File: src/rtl/cfu_host_driver.sv
// Host-side sequencer that walks a CFU through one matmul job:
// configure, stream A/B operands, wait for completion, then read C back lane by lane.
module cfu_host_driver #(
  parameter int unsigned SETTLE_CYC = 4
) (
  input  logic        clk,
  input  logic        reset,
  input  logic        start,
  input  logic [7:0]  job_k,
  input  logic [7:0]  job_m,
  input  logic [7:0]  job_n,
  input  logic [31:0] job_offset,
  input  logic [11:0] a_count,
  input  logic [11:0] b_count,
  input  logic [11:0] c_rows,
  input  logic        src_valid,
  output logic        src_ready,
  input  logic [31:0] src_data,
  output logic        cmd_valid,
  input  logic        cmd_ready,
  output logic [9:0]  cmd_payload_function_id,
  output logic [31:0] cmd_payload_inputs_0,
  output logic [31:0] cmd_payload_inputs_1,
  input  logic        rsp_valid,
  output logic        rsp_ready,
  input  logic [31:0] rsp_payload_outputs_0,
  output logic        c_valid,
  input  logic        c_ready,
  output logic [31:0] c_data,
  output logic        busy,
  output logic        done,
  output logic [15:0] poll_cnt
);

  localparam int unsigned CW = 12;
  localparam int unsigned DW = 32;
  localparam int unsigned FW = 10;
  localparam int unsigned SW = 16;
  localparam int unsigned PW = 16;

  typedef enum logic [3:0] {
    IDLE, RST, KMN, OFS, STA, STB, VALID, SETTLE, POLL, RDC, DONE
  } state_e;

  state_e          state_q, state_d;
  logic            cmd_valid_q, cmd_valid_d;
  logic [FW-1:0]   fid_q, fid_d;
  logic [DW-1:0]   in0_q, in0_d, in1_q, in1_d;
  logic            rsp_wait_q, rsp_wait_d;
  logic            c_valid_q, c_valid_d;
  logic [DW-1:0]   c_data_q, c_data_d;
  logic            busy_q, busy_d;
  logic            done_q, done_d;
  logic [PW-1:0]   poll_q, poll_d;
  logic [CW-1:0]   idx_q, idx_d;
  logic [1:0]      lane_q, lane_d;
  logic [SW-1:0]   settle_q, settle_d;
  logic [7:0]      k_q, m_q, n_q;
  logic [DW-1:0]   off_q;
  logic [CW-1:0]   a_cnt_q, b_cnt_q, rows_q;
  logic            rsp_fire;
  logic            issue;

  // CFU function id for the command each state sends.
  function automatic logic [FW-1:0] fid_of(state_e s);
    logic [6:0] f7;
    f7 = 7'd0;
    case (s)
      KMN:     f7 = 7'd1;
      STA:     f7 = 7'd2;
      STB:     f7 = 7'd3;
      POLL:    f7 = 7'd4;
      RDC:     f7 = 7'd5;
      OFS:     f7 = 7'd6;
      VALID:   f7 = 7'd7;
      default: f7 = 7'd0;
    endcase
    return {f7, 3'b000};
  endfunction

  // Operand phases with a zero count are skipped entirely.
  function automatic state_e next_stream(state_e cur, logic [CW-1:0] a, logic [CW-1:0] b);
    if (cur == OFS && a != '0) return STA;
    if (cur != STB && b != '0) return STB;
    return VALID;
  endfunction

  assign rsp_ready = rsp_wait_q && (state_q != RDC || !c_valid_q || c_ready);
  assign src_ready = (state_q == STA || state_q == STB) && cmd_valid_q && cmd_ready;
  assign rsp_fire  = rsp_valid && rsp_ready;

  always_comb begin
    state_d     = state_q;
    cmd_valid_d = cmd_valid_q;
    fid_d       = fid_q;
    in0_d       = in0_q;
    in1_d       = in1_q;
    rsp_wait_d  = rsp_wait_q;
    c_valid_d   = c_valid_q;
    c_data_d    = c_data_q;
    busy_d      = busy_q;
    done_d      = 1'b0;
    poll_d      = poll_q;
    idx_d       = idx_q;
    lane_d      = lane_q;
    settle_d    = settle_q;
    issue       = 1'b0;

    if (c_valid_q && c_ready) c_valid_d = 1'b0;

    if (cmd_valid_q && cmd_ready) begin
      cmd_valid_d = 1'b0;
      rsp_wait_d  = 1'b1;
      fid_d       = '0;
      in0_d       = '0;
      in1_d       = '0;
    end
    if (rsp_fire) rsp_wait_d = 1'b0;

    case (state_q)
      IDLE: if (start) begin
        busy_d  = 1'b1;
        poll_d  = '0;
        idx_d   = '0;
        lane_d  = '0;
        state_d = RST;
        issue   = 1'b1;
      end
      RST: if (rsp_fire) begin
        state_d = KMN;
        issue   = 1'b1;
      end
      KMN: if (rsp_fire) begin
        state_d = OFS;
        issue   = 1'b1;
      end
      OFS: if (rsp_fire) begin
        state_d = next_stream(OFS, a_cnt_q, b_cnt_q);
        issue   = (state_d == VALID);
      end
      STA, STB: begin
        // Data is captured into the payload now; the source is released at the handshake.
        if (!cmd_valid_q && !rsp_wait_q && src_valid) begin
          cmd_valid_d = 1'b1;
          fid_d       = fid_of(state_q);
          in0_d       = (state_q == STA) ? src_data : '0;
          in1_d       = (state_q == STB) ? src_data : '0;
        end
        if (rsp_fire) begin
          if (idx_q + CW'(1) == ((state_q == STA) ? a_cnt_q : b_cnt_q)) begin
            idx_d   = '0;
            state_d = next_stream(state_q, a_cnt_q, b_cnt_q);
            issue   = (state_d == VALID);
          end else begin
            idx_d = idx_q + CW'(1);
          end
        end
      end
      VALID: if (rsp_fire) begin
        settle_d = '0;
        if (SETTLE_CYC == 0) begin
          state_d = POLL;
          issue   = 1'b1;
        end else begin
          state_d = SETTLE;
        end
      end
      SETTLE: begin
        settle_d = settle_q + SW'(1);
        if (settle_q == SW'(SETTLE_CYC - 1)) begin
          state_d = POLL;
          issue   = 1'b1;
        end
      end
      POLL: if (rsp_fire) begin
        if (rsp_payload_outputs_0 != '0) begin
          if (poll_q != '1) poll_d = poll_q + PW'(1);
          issue = 1'b1;
        end else if (rows_q != '0) begin
          state_d = RDC;
          idx_d   = '0;
          lane_d  = '0;
        end else begin
          state_d = DONE;
        end
      end
      RDC: begin
        // Next lane is only requested once the previous result word has left.
        if (!cmd_valid_q && !rsp_wait_q && (!c_valid_q || c_ready)) issue = 1'b1;
        if (rsp_fire) begin
          c_valid_d = 1'b1;
          c_data_d  = rsp_payload_outputs_0;
          lane_d    = lane_q + 2'd1;
          if (lane_q == 2'd3) begin
            idx_d = idx_q + CW'(1);
            if (idx_q + CW'(1) == rows_q) state_d = DONE;
          end
        end
      end
      DONE: if (!c_valid_q) begin
        done_d  = 1'b1;
        busy_d  = 1'b0;
        state_d = IDLE;
      end
      default: state_d = IDLE;
    endcase

    if (issue) begin
      cmd_valid_d = 1'b1;
      fid_d       = fid_of(state_d);
      in0_d       = '0;
      in1_d       = '0;
      case (state_d)
        KMN:     in0_d = {8'd0, k_q, m_q, n_q};
        OFS:     in0_d = off_q;
        RDC:     in0_d = {30'd0, lane_d};
        default: in0_d = '0;
      endcase
    end
  end

  always_ff @(posedge clk) begin
    if (reset) begin
      state_q     <= IDLE;
      cmd_valid_q <= 1'b0;
      fid_q       <= '0;
      in0_q       <= '0;
      in1_q       <= '0;
      rsp_wait_q  <= 1'b0;
      c_valid_q   <= 1'b0;
      c_data_q    <= '0;
      busy_q      <= 1'b0;
      done_q      <= 1'b0;
      poll_q      <= '0;
      idx_q       <= '0;
      lane_q      <= '0;
      settle_q    <= '0;
    end else begin
      state_q     <= state_d;
      cmd_valid_q <= cmd_valid_d;
      fid_q       <= fid_d;
      in0_q       <= in0_d;
      in1_q       <= in1_d;
      rsp_wait_q  <= rsp_wait_d;
      c_valid_q   <= c_valid_d;
      c_data_q    <= c_data_d;
      busy_q      <= busy_d;
      done_q      <= done_d;
      poll_q      <= poll_d;
      idx_q       <= idx_d;
      lane_q      <= lane_d;
      settle_q    <= settle_d;
    end
  end

  // Job descriptor is captured only when a new job is accepted.
  always_ff @(posedge clk) begin
    if (reset) begin
      k_q     <= '0;
      m_q     <= '0;
      n_q     <= '0;
      off_q   <= '0;
      a_cnt_q <= '0;
      b_cnt_q <= '0;
      rows_q  <= '0;
    end else if (state_q == IDLE && start) begin
      k_q     <= job_k;
      m_q     <= job_m;
      n_q     <= job_n;
      off_q   <= job_offset;
      a_cnt_q <= a_count;
      b_cnt_q <= b_count;
      rows_q  <= c_rows;
    end
  end

  assign cmd_valid               = cmd_valid_q;
  assign cmd_payload_function_id = fid_q;
  assign cmd_payload_inputs_0    = in0_q;
  assign cmd_payload_inputs_1    = in1_q;
  assign c_valid                 = c_valid_q;
  assign c_data                  = c_data_q;
  assign busy                    = busy_q;
  assign done                    = done_q;
  assign poll_cnt                = poll_q;

endmodule

File: config.mk
export PLATFORM = sky130hd
export DESIGN_NAME = cfu_host_driver
export DESIGN_NICKNAME = d
export VERILOG_FILES = /design/src/rtl/cfu_host_driver.sv
export SDC_FILE = /design/constraint.sdc
export NUM_CORES = 1
export LEC_CHECK = 0
export CORE_ASPECT_RATIO = 0.7
export CORE_MARGIN = 3
export CORE_UTILIZATION = 44
export DETAILED_ROUTE_END_ITERATION = 8
export GPL_ROUTABILITY_DRIVEN = 0
export PLACE_DENSITY = 0.76
export SETUP_SLACK_MARGIN = 0.5
export SYNTH_ARGS = -nofsm -noshare
export SYNTH_HDL_FRONTEND = slang
export SYNTH_SLANG_ARGS = --single-unit
File: constraint.sdc
create_clock -name clk -period 3.2 [get_ports clk]
set_clock_uncertainty 0.1 [all_clocks]
set_input_delay 0.64 -clock clk [delete_from_list [all_inputs] [get_ports clk]]
set_output_delay 0.64 -clock clk [all_outputs]
set_load 0.02 [all_outputs]
# Word level (Yosys, flattened, before mapping)
# Index checks and enable logic that the tools add are counted.
totals:
  ff_bits: 253
  output_inout_bits: 128
  wordCells: 207
classes:
  n_addsub: 4
  eq_ne: 37
  n_mux: 105
  bitwise: 1
  n_reduce_logical: 38
ops:
  columns: ["op", "n"]
  rows:
  - ["$mux 32", 9]
  - ["$mux 12", 9]
  - ["$mux 4", 27]
  - ["$pmux 32 s3", 1]
  - ["$mux 16", 5]
  - ["$pmux 16 s2", 2]
  - ["$pmux 12 s4", 1]
  - ["$pmux 3 s7", 2]
  - ["$mux 10", 4]
  - ["$pmux 4 s10", 1]
  - ["$eq 4x3->1 const B", 9]
  - ["$reduce_bool 12->1", 3]
  - ["$mux 1", 35]
  - ["$add 16x1->16 const B", 2]
  - ["$reduce_bool 32->1", 1]
  - ["$eq 12x12->1", 2]
  - ["$ne 2x2->1 const B", 11]
  - ["$eq 4x4->1 const B", 5]
  - ["$eq 16x2->1 const B", 1]
  - ["$eq 4x2->1 const B", 4]
  - ["$ne 16x16->1 const B", 1]
  - ["$add 12x1->12 const B", 1]
  - ["$logic_and 1x1->1", 12]
  - ["$mux 2", 6]
  - ["19 further kinds", 31]

# Depth between registers and ports, before layout
logic_depth:
  word_depth: 22
  ltp_mapped: 13
  ltp_nobuf: 10

# Least setup slack after synthesis
# OpenSTA, ideal clock, no wires.
synth_timing:
  path_type: "reg-to-reg"
  from: "register idx_q[1]"
  to: "register in0_q[16] (netlist: cmd_payload_inputs_0[16])"
  setup_time_ns: 0.134
  t_arrival_ns: 3.134
  slack_ns: -0.168
  path_stages_with_launch: 13
  path_buffers: 2
  period_less_slack_ns: 3.368
  cell_sequence: "dfxtp_1 > ha_1 > nand3_4 > or4_1 > and3_1 > nor4_4 > nand4_2 > or4_1 > nand3_2 > buf_6 > buf_8 > mux2i_1 > o22ai_1"
synth_between:
  elab_chain_cells: 9
  elab_cells_between_ends: 17
  classes_between: "add/sub (1); eq/ne (5); mux (11)"
synth_rtl:
  columns: ["element", "line", "source"]
  rows:
  - ["start, declared", "55", "logic [CW-1:0] idx_q, idx_d;"]
  - ["start signal, assigned", "250", "idx_q <= idx_d;"]
  - ["$add 12x1->12 (*)", "150, 196", null]
  - ["$eq 12x12->1", "196", "if (idx_q + CW'(1) == rows_q) state_d = DONE;"]
  - ["$mux 4", "196", null]
  - ["$mux 4", "194", "if (lane_q == 2'd3) begin"]
  - ["$mux 4", "190", "if (rsp_fire) begin"]
  - ["$pmux 4 s10", "120", "case (state_q)"]
  - ["$eq 4x4->1 / $eq 4x2->1 (equally long branches)", "213", "case (state_d)"]
  - ["$pmux 32 s3", "213", null]
  - ["$mux 32 (*)", "208", "if (issue) begin"]
  - ["end signal, assigned", "242", "in0_q <= in0_d;"]
  - ["end, declared", "48", "logic [DW-1:0] in0_q, in0_d, in1_q, in1_d;"]
# Mark *: on every way between the ends. The rest lies on a longest branch, timed or not.
# A chain may end at the register's enable or synchronous reset.

# Final worst setup path
layout_timing:
  from: "register state_q[0]"
  to: "register in0_q[2] (netlist: cmd_payload_inputs_0[2])"
layout_between:
  elab_chain_cells: 18
  elab_cells_between_ends: 68
  classes_between: "eq/ne (17); mux (42); reduce/logical (9)"
layout_rtl:
  columns: ["element", "line", "source"]
  rows:
  - ["start, declared", "45", "state_e state_q, state_d;"]
  - ["start signal, assigned", "239", "state_q <= state_d;"]
  - ["$ne 4x3->1", "84", "if (cur != STB && b != '0) return STB;"]
  - ["$logic_and 1x1->1", "84", null]
  - ["$mux 1 (2 in series)", "84", null]
  - ["$mux 1", "150", "if (idx_q + CW'(1) == ((state_q == STA) ? a_cnt_q : b_cnt_q)) begin"]
  - ["$mux 1", "149", "if (rsp_fire) begin"]
  - ["$mux 1", "120", null]
  - ["$mux 4", "85", "return VALID;"]
  - ["$mux 4", "84", null]
  - ["$mux 4", "150", null]
  - ["$mux 4", "149", null]
  - ["$mux 4", "120", null]
  - ["$mux 4", "150", null]
  - ["$mux 4", "149", null]
  - ["$pmux 4 s10", "120", null]
  - ["$eq 4x4->1 / $eq 4x2->1 (equally long branches)", "213", null]
  - ["$pmux 32 s3", "213", null]
  - ["$mux 32 (*)", "208", null]
# Mark *: on every way between the ends. The rest lies on a longest branch, timed or not. The select of a mux whose other input is x is not followed.

==> impl_summary.txt <==
----------------------------------------------------
[Detailed routing]
  Final routed wire length divided by cell count ... 19.59 µm
  Wire length after detailed routing ... 39.19 mm
  Met3 wire len ... 3.951 mm
  Count of TritonRoute iterations in the first routing pass ... 6
  Number of design rule violations left after detail routing ... 0
  Sum of met2 wire segment lengths after detailed routing ... 17.63 mm
  Top Layer Used ... met5
  Mean number of vias per cell ... 5.758
  Detailed-routing wirelength on met1 ... 16.83 mm
  Number of routed nets with antenna violations ... 0
  Routed via count ... 11520
  Detailed Route Iter0 Violations ... 968

[Clocking]
  Number of CTS-inserted buffers ... 26
  Clock-pin slew of the registers on the worst-case setup and hold paths ... 0.07 ns
  Number of clock sinks ... 253
  Clock tree from TritonCTS ... yes
  Maximum clock insertion buffer count ... 3
  Buffer cell driving the clock tree root ... sky130_fd_sc_hd__clkbuf_16
  Source-to-sink clock delay at the later pin of the worst-skew pair ... 0.53 ns
  Number of H-tree levels ... 1

[Yosys]
  Post-synthesis net count ... 1487
  Number of different library cells in the post-synthesis netlist ... 74
  Syn Area/Cell ... 8.332 µm²
  Count of yosys warnings during synthesis ... 0
  Post-synthesis register bit count ... 253
  Post-Syn Instances ... 1320
  Top flip-flop cell by instance count after synthesis ... sky130_fd_sc_hd__dfxtp_1
  Netlist area before placement ... 11000 µm²
  Share of the yosys chip area belonging to registers ... 0.4605
  Number of enable flip-flop cells after synthesis ... 0
  Async set-or-reset flop fraction in the synthesized netlist ... 0

[Die]
  Die width ... 195.0 µm
  Vertical die dimension ... 138.3 µm
  CORE AREA ... 24110 µm²
  Initial core utilization ... 0.4561
  FP Rows ... 47
  Io pins ... 291
  Die area ... 26960 µm²

[Pwr]
  Max IR drop VDD ... 0.3835 mV
  Pwr Total ... 7.579 mW
  PD cells ... 457.1 nW/µm²
  Pleak ... 5.911 nW

[STA]
  Number of hold violations in the final report ... 0
  Final worst-path setup slack ... -0.08307 ns
  Setup TNS Final ... -0.9448 ns
  Transition time at the pin with the least slew margin ... 0.9172 ns
  Max-slew headroom at the worst pin ... 0.3886
  Max-slew violations ... 0
  Post-route minimum period ... 3.283 ns
  Ratio of final minimum period to clock period ... 1.026
  Fmax achieved ... 304.6 MHz
  Setup repair after global routing missed its margin ... yes
  Final setup viols ... 28

[Setup path]
  Crit Path Class ... flop to flop
  Data required time of the worst path ... 3.51 ns
  Arrival time worst endpoint ... 3.59 ns
  Most Frequent Cell on Critical Path ... sky130_fd_sc_hd__buf_12
  CP Launch Type ... flop
  Largest stage delay, worst path ... 0.47 ns
  Crit end category ... flop
  Series of cell instances along the critical path ... nor4b_4 -> buf_12 -> buf_4 -> mux2i_1 -> xnor2_1 -> nor4_4 -> nand4_4 -> or4_4 -> nand3_4 -> buf_12 -> mux2i_2 -> o22ai_2
  Standard cell with the maximum stage delay on the critical path ... sky130_fd_sc_hd__or4_4
  Crit path max fanout ... 11

[Global route]
  Largest net degree at the start of global routing ... 87
  Total global routing overflow ... 0
  Via count of the first global-routing pass ... 10690
  Wire length of the first global-routing pass ... 59.05 mm
  Number of antenna violations at the first check in global routing ... 2
  Total global-route track usage ... 0.2642

[Run status]
  Outcome ... finished with violations
  Violations in the final reports ... negative setup slack

[Placed design]
  Pre-CTS setup slack ... -0.2838 ns
  DP Wirelength ... 26.03 mm
  Port Buf Inserts ... 290
  Placed inst area ... 14720 µm²

[Layout]
  Area Growth Syn to Fin ... 50.74%
  Final Instance Area ... 16580 µm²
  Number of diodes added for antenna fixing ... 0
  Final design utilization ... 0.6876
  Fill cells ... 1819
  Post-layout nets ... 1829
  Layout cells sized above 1 ... 0.1552

[Job]
  Reported max-cap violation count ... 0

[Worst hold path]
  Min-Delay Path Class ... flop to flop

----------------------------------------------------
## state kept, by name, indices dropped and copies added (netlist names), 2 cells and up
signal and cells:
a_cnt_q 12, m_q 8, cmd_payload_function_id 10, cmd_payload_inputs_1 32, rows_q 12, c_data 32, settle_q 16, idx_q 12
state_q 4, n_q 8, b_cnt_q 12, k_q 8, lane_q 2, poll_cnt 16, off_q 32, cmd_payload_inputs_0 32
## where the power goes
group / internal [mW] / switching [mW] / total, mW
combinational: 0.494 / 0.468 / 0.962
clock: 1.97 / 1.34 / 3.31
sequential: 3.24 / 0.0706 / 3.31
## cells by family after synthesis
| logic type | after synthesis | synth area share |
|---|---|---|
| buffers and inverters | 107 | 0.03948 |
| muxes | 41 | 0.03800 |
| DFF | 253 | 0.4605 |
| and+or+nand+nor | 528 | 0.2232 |
| adders and majority gates | 4 | 0.004551 |
| AOI/OAI and AO/OA | 356 | 0.2020 |
| xor gates and xnor gates | 31 | 0.03220 |
## cells in the mapped netlist, types with 7 or more instances
master,number,area [µm²]
sky130_fd_sc_hd__buf_1,7,26.28
sky130_fd_sc_hd__nor4_1,25,156.4
sky130_fd_sc_hd__nand3_1,30,150.1
sky130_fd_sc_hd__nor3_1,20,100.1
sky130_fd_sc_hd__and3_1,17,106.4
sky130_fd_sc_hd__inv_1,13,48.80
sky130_fd_sc_hd__xnor2_1,12,105.1
sky130_fd_sc_hd__clkbuf_1,78,292.8
sky130_fd_sc_hd__o21a_1,8,60.06
sky130_fd_sc_hd__nand4_1,13,81.33
sky130_fd_sc_hd__o22ai_1,26,162.7
sky130_fd_sc_hd__dfxtp_1,253,5065
sky130_fd_sc_hd__o31ai_1,10,75.07
sky130_fd_sc_hd__nand2b_1,7,43.79
sky130_fd_sc_hd__or3_1,12,75.07
sky130_fd_sc_hd__a22oi_1,64,480.5
sky130_fd_sc_hd__nor2_1,82,307.8
sky130_fd_sc_hd__a21oi_1,166,830.8
sky130_fd_sc_hd__xor2_1,13,113.9
sky130_fd_sc_hd__o2bb2ai_1,8,70.07
sky130_fd_sc_hd__o21ai_0,21,105.1
sky130_fd_sc_hd__nand2_1,286,1074
sky130_fd_sc_hd__mux2i_1,35,350.3
## area by class of cell
type                       count  area (µm²)  share of cell area
inverter                      13       48.80            0.002943
multi-input combinational    960        5941              0.3583
tap                          318       397.9             0.02400
sequential                   253        5076              0.3062
clock buffer                  33       738.2             0.04453
clock inverter                15       197.7             0.01192
timing repair buffer         408        4179              0.2521
## cells in the final DEF (no fill, tap or decap), types with 5 or more instances in the layout
master and instances:
sky130_fd_sc_hd__a21oi_1 152, sky130_fd_sc_hd__a21oi_2 12, sky130_fd_sc_hd__a22oi_1 64, sky130_fd_sc_hd__and3_1 15, sky130_fd_sc_hd__buf_12 13, sky130_fd_sc_hd__buf_16 5, sky130_fd_sc_hd__buf_4 82, sky130_fd_sc_hd__buf_6 13
sky130_fd_sc_hd__clkbuf_16 29, sky130_fd_sc_hd__clkdlybuf4s50_1 286, sky130_fd_sc_hd__dfxtp_1 248, sky130_fd_sc_hd__inv_1 13, sky130_fd_sc_hd__mux2i_1 27, sky130_fd_sc_hd__mux2i_2 6, sky130_fd_sc_hd__nand2_1 285, sky130_fd_sc_hd__nand2b_1 5
sky130_fd_sc_hd__nand3_1 25, sky130_fd_sc_hd__nand4_1 13, sky130_fd_sc_hd__nor2_1 79, sky130_fd_sc_hd__nor3_1 12, sky130_fd_sc_hd__nor3_2 7, sky130_fd_sc_hd__nor4_1 23, sky130_fd_sc_hd__o211ai_1 6, sky130_fd_sc_hd__o21a_1 8
sky130_fd_sc_hd__o21ai_0 17, sky130_fd_sc_hd__o22ai_1 24, sky130_fd_sc_hd__o2bb2ai_1 8, sky130_fd_sc_hd__o31ai_1 9, sky130_fd_sc_hd__or3_1 10, sky130_fd_sc_hd__xnor2_1 12, sky130_fd_sc_hd__xnor3_1 6, sky130_fd_sc_hd__xor2_1 12
## worst paths after layout
path	endpoint	startpoint	slack [ns]	depth (start not counted)
max	cmd_payload_inputs_0[2]	state_q[0]	-0.08	12
min	n_q[0]	n_q[0]	0.35	2
min reg2reg	n_q[0]	n_q[0]	0.35	2
max reg2reg	cmd_payload_inputs_0[2]	state_q[0]	-0.08	12
## per-stage QoR
step | instances | hold slack (ns)
floorplan | 1320 | 0.3322
global placement | 1916 | 0.3402
detailed placement | 1916 | 0.3460
CTS | 1984 | 0.3544
global route | 2000 | 0.3699
finish | 2000 | 0.3541
## per-layer routing
metal	track usage	vias to the layer above
li1	-	5406
met1	0.3703	5470
met2	0.4157	570
met3	0.07223	66
met4	0.04762	4
met5	0	-
## timing repair
item,4_1_cts,5_1_grt
resized for setup,40,75
pin swaps,2,29
setup endpoints to repair,96,105
gates cloned,6,2
setup buffers,14,14
hold buffers,0,0
## critical path: cells and delay by family, from the launching register on
family	cells	cell delay, ns
buffers and inverters	3	0.47
multiplexers	2	0.48
AO/OA/AOI/OAI	1	0.10
XOR/XNOR	1	0.13
AND/OR/NAND/NOR	5	1.52
flip-flops	1	0.34
No activity file was read; power rests on OpenSTA's default activity.
